[src/rtl/mul_result_collector.sv]
// Reassembles multi-beat multiplier products (LS chunk first, framed by rdy)
// into a full-width magnitude plus sign. The result is offered on a
// valid/ready handshake from an output register that is independent of the
// collection shift register.
module mul_result_collector #(
  parameter int P_WIDTH  = 4,
  parameter int BEATS    = 2,
  parameter int HAS_SIGN = 1
) (
  input  logic                         clk,
  input  logic                         rst,
  input  logic [P_WIDTH-1:0]           p,
  input  logic                         s,
  input  logic                         rdy,
  output logic [P_WIDTH*BEATS-1:0]     prod_data,
  output logic                         prod_sign,
  output logic [P_WIDTH*BEATS:0]       prod_signed,
  output logic                         prod_valid,
  input  logic                         prod_ready,
  output logic                         err_short,
  output logic                         overrun,
  input  logic                         clr_overrun
);

  localparam int PW = P_WIDTH * BEATS;
  localparam int SW = PW + 1;
  localparam int CW = $clog2(BEATS + 1);

  // state | meaning
  // IDLE    | no frame in progress; rdy starts a new frame with chunk 0
  // COLLECT | partial frame held; rdy low here aborts the frame
  localparam logic [0:0] IDLE    = 1'b0;
  localparam logic [0:0] COLLECT = 1'b1;

  logic [0:0]    state;
  logic [CW-1:0] count;
  logic [PW-1:0] shreg;
  logic          sign_cap;

  logic [CW-1:0] idx;
  logic [PW-1:0] frame_val;
  logic          frame_sign;
  logic          done;
  logic          load;
  logic          drop;
  logic [SW-1:0] mag_ext;

  // Merge the incoming chunk into the partial frame and detect the last beat.
  // In IDLE the shift register is already zero, so chunk 0 lands on a clean slate.
  always_comb begin
    idx        = (state == IDLE) ? '0 : count;
    frame_val  = shreg;
    for (int i = 0; i < BEATS; i++) begin
      if (idx == CW'(i)) frame_val[i*P_WIDTH +: P_WIDTH] = p;
    end
    frame_sign = (state == IDLE) ? ((HAS_SIGN != 0) ? s : 1'b0) : sign_cap;
    done       = rdy && (idx == CW'(BEATS - 1));
    load       = done && (!prod_valid || prod_ready);
    drop       = done && prod_valid && !prod_ready;
  end

  // Collection FSM: shift register, beat counter, first-beat sign, abort pulse.
  always_ff @(posedge clk or posedge rst) begin
    if (rst) begin
      state     <= IDLE;
      count     <= '0;
      shreg     <= '0;
      sign_cap  <= 1'b0;
      err_short <= 1'b0;
    end else begin
      err_short <= (state == COLLECT) && !rdy;
      if (done) begin
        state <= IDLE;
        count <= '0;
        shreg <= '0;
      end else if (rdy) begin
        state <= COLLECT;
        count <= idx + CW'(1);
        shreg <= frame_val;
        if (state == IDLE) sign_cap <= frame_sign;
      end else begin
        state <= IDLE;
        count <= '0;
        shreg <= '0;
      end
    end
  end

  // Output holding register and handshake; a completed frame that finds the
  // register full and unconsumed is dropped and flagged instead of overwriting.
  always_ff @(posedge clk or posedge rst) begin
    if (rst) begin
      prod_data  <= '0;
      prod_sign  <= 1'b0;
      prod_valid <= 1'b0;
    end else if (load) begin
      prod_data  <= frame_val;
      prod_sign  <= frame_sign;
      prod_valid <= 1'b1;
    end else if (prod_valid && prod_ready) begin
      prod_valid <= 1'b0;
    end
  end

  // Sticky overrun flag; a new overrun event wins over a simultaneous clear.
  always_ff @(posedge clk or posedge rst) begin
    if (rst)              overrun <= 1'b0;
    else if (drop)        overrun <= 1'b1;
    else if (clr_overrun) overrun <= 1'b0;
  end

  // Two's-complement view of the held result; negating zero yields zero.
  always_comb begin
    mag_ext     = {1'b0, prod_data};
    prod_signed = prod_sign ? (~mag_ext + SW'(1)) : mag_ext;
  end

endmodule

[config.mk]
export PLATFORM = sky130hd
export DESIGN_NAME = mul_result_collector
export DESIGN_NICKNAME = d
export VERILOG_FILES = /design/src/rtl/mul_result_collector.sv
export SDC_FILE = /design/constraint.sdc
export NUM_CORES = 1
export LEC_CHECK = 0
export CORE_ASPECT_RATIO = 1.1
export CORE_MARGIN = 2
export CORE_UTILIZATION = 47
export DETAILED_ROUTE_END_ITERATION = 8
export PLACE_DENSITY = 0.83
export REMOVE_ABC_BUFFERS = 1
export SYNTH_ARGS = -nofsm -noshare
export SYNTH_HDL_FRONTEND = slang
export SYNTH_SLANG_ARGS = --single-unit
[constraint.sdc]
create_clock -name clk -period 1.75 [get_ports clk]
set_input_delay 0.175 -clock clk [delete_from_list [all_inputs] [get_ports clk]]
set_output_delay 0.175 -clock clk [all_outputs]
set_load 0.02 [all_outputs]
==> impl_metrics.py <==
metrics = {
    "synth": {
        "synth-adder-area-share_pct": 4.38,
        "synth_area_per_cell_sq_um": 11.0,
        "synthSimpleGateAreaFrac_pct": 11.8,
        "synth_top_family_by_area": "multiplexers",
        "ys_ff_latch": 24,
        "synthesis.area_sq_um": 1140,
        "postSynthCellCount": 104,
        "synth_top_area_cell": "dfrtp_1",
        "muxShareOfSynthArea_pct": 16.7,
        "synth.yosys.seq_area_share_pct": 52.5,
        "synth.area.top_cells": "dfrtp_1, mux2i_1, xnor2_1",
        "synth_top_area_share_pct": 52.5,
        "synth_compound_area_share_pct": 3.83,
        "synth_cell_types": 23,
        "yosysWarnings": 0,
        "synth_xor_area_share_pct": 4.60,
    },
    "clocking": {
        "cts_tree": "done",
        "clock_latency_ps": 310,
        "cts-root-buf": "clkbuf_4",
        "postCtsHoldBufs": 0,
        "cts_max_level": 1,
        "clockBufferDepth": 2,
        "cts_num_sinks": 24,
        "numCtsBuffers": 3,
        "clk_pin_slew_worst_paths_ps": 120,
    },
    "sta": {
        "skew_ps": 8.62,
        "rsz0062_at_grt": "yes",
        "period_minus_slack_ps": 1880,
        "hold_violations": 0,
        "slew-limit-headroom_pct": 81.0,
        "worstMarginPinSlew_ps": 284,
        "setup_viol": 4,
        "layout_setup_ws_ps": -127,
        "max_freq_mhz": 533,
        "slew_violations": 0,
        "min_period_over_period_pct": 107,
    },
    "route": {
        "drtPass1Iterations": 4,
        "ant_nets": 0,
        "drc": 0,
        "drt_iter0_drc": 7,
        "routedWlPerCell_microns": 14.1,
        "totalWireLength_microns": 2550,
        "viasPerCell": 4.88,
        "num_vias": 883,
    },
    "power": {
        "power_density_nw_per_um2": 1340,
        "ir_worst_vdd_mv": 0.825,
        "p_leak_nw": 0.813,
    },
    "placed_design": {
        "port-buffer-count": 30,
        "place.detailed.hpwl_microns": 1800,
        "preCtsSetupSlack_ps": -245,
        "routabilityCongestion": 0.762,
    },
    "worst_setup_path": {
        "critPathMaxFanout": 2,
        "cp_slowest_cell": "or4_4",
        "critPathBufInv": 1,
        "crit_required_ps": 1570,
        "worstPathArrival_ps": 1700,
        "cp_slowest_stage_delay_ps": 540,
        "critPathTopFamily": "simple AND/OR/NAND/NOR gates",
        "path_cells": "or4_4 -> o21ai_2 -> xnor2_1 -> buf_4",
        "crit_path_start_kind": "flip-flop",
        "worst_setup_path_end_kind": "primary output",
        "worstSetupPathType": "reg2out",
    },
    "grt": {
        "grt_overflow": 0,
        "grt_pass1_vias": 881,
        "grtUsageTotal_pct": 17.5,
        "grt_max_degree": 25,
        "grt_pass1_wl_microns": 3710,
        "antenna_found_initial": 0,
    },
    "layout": {
        "finalNetCount": 166,
        "drive_gt1_share_pct": 27.8,
        "area_growth_pct": 47.9,
        "diodes": 0,
        "final_util_pct": 74.4,
    },
    "floorplanning": {
        "initial_core_util_pct": 50.3,
        "rows": 18,
        "dieArea_sq_um": 2840,
        "core_sq_um": 2270,
        "die_y_microns": 55.7,
        "io_pins": 31,
        "die-width_microns": 51.0,
    },
    "outcome": {
        "violations": "setup timing",
        "status": "finished, violations left",
    },
    "min_path": {
        "hold_path_class": "in2async",
    },
    "flow_run": {
        "maxCapViolations": 0,
    },
}
==> metrics by stage <==
stage	area, sq um	power [W]	hold slack, ps	std cells	TNS, ps
finish	1690	0.00226	192	181	-280
global route	1690	0.00239	220	181	-682
CTS	1610	0.00209	196	177	-595
detailed placement	1550	0.00186	514	172	-1010
global placement	1550	0.00184	490	172	-806
floorplan	1120	0.00128	190	99	0
==> metal layers <==
layer  up-vias  track usage (%)  wire length, microns
met4         0             7.34                    38
li1        430                -                     -
met2        22             32.7                  1340
met3         4             4.30                    76
met1       427             18.0                  1090
met5         -                0                     0
==> flip-flops by register name (all words and copies together) (netlist names) <==
signal / cells
overrun: 1
state: 1
sign_cap: 1
err_short: 1
shreg: 8
prod_sign: 1
prod_valid: 1
count: 2
prod_data: 8
==> Yosys cell counts <==
cell type and count:
a31oi_1 1, and2_1 2, buf_2 2, buf_4 1
clkbuf_1 2, dfrtp_1 24, ha_1 4, inv_1 12
mux2_2 1, mux2i_1 18, nand2_1 5, nand2b_1 3
nor2_1 11, nor2b_1 3, nor4_1 1, o21ai_0 2
o21ai_1 1, o22ai_1 1, o31ai_1 1, o41ai_1 1
or3_4 1, or4_1 1, xnor2_1 6
==> where the power goes <==
group	switching (W)	internal (W)
registers	0.0000769	0.000640
clock network	0.000150	0.000127
logic	0.000656	0.000614
total	0.000883	0.00138
==> cell type report <==
cell class / count / area [sq um]
Timing Repair Buffer: 48 / 419
Fill cell: 158 / 583
Clock buffer: 4 / 36.3
Tap cell: 30 / 37.5
Sequential cell: 24 / 602
Inverter: 12 / 45.0
Multi-Input combinational cell: 63 / 552
==> tightest hold or removal path, delay by kind of cell <==
| family | cells | cell delay (ps) |
|---|---|---|
| buf+inv | 3 | 730 |
==> kinds of logic (layout without fill, tap and decap cells) <==
group / Yosys count / count (layout)
fa+ha+maj: 4 / 4
buf+inv: 17 / 64
mux: 19 / 19
xor+xnor: 6 / 6
simple gates: 27 / 27
compound gates: 7 / 7
flops: 24 / 24
==> cells in the final DEF (no fill, tap or decap), types with 2 or more instances in the layout <==
cell	Yosys	final
clkbuf_4	0	3
xnor2_1	6	6
nand2b_1	3	2
clkdlybuf4s50_1	0	19
mux2i_1	18	18
nor2b_1	3	3
nor2_1	11	11
inv_1	12	10
dfrtp_1	24	23
dlymetal6s2s_1	0	3
ha_1	4	3
o21ai_2	0	2
nand2_1	5	5
and2_1	2	2
buf_4	1	23
inv_2	0	2
==> path summary, 6_finish.rpt <==
check / start / endpoint / slack (ps) / depth (start not counted)
hold / removal: rst / overrun / 190 / 3
hold reg to reg: shreg[0] / shreg[0] / 540 / 2
max in group asynchronous: rst / prod_sign / 1320 / 3
setup / recovery: prod_data[5] / prod_signed[7] / -130 / 4
min in group clk: clr_overrun / overrun / 410 / 2
setup reg to reg: state / sign_cap / 170 / 5
==> repair_timing <==
action,4_1_cts,5_1_grt
pin swaps,1,5
buffers inserted,1,4
resized for setup,34,24
cloned,0,0
endpoints found under the setup margin,8,10
Note: power is estimated with default switching activity, not from simulation.
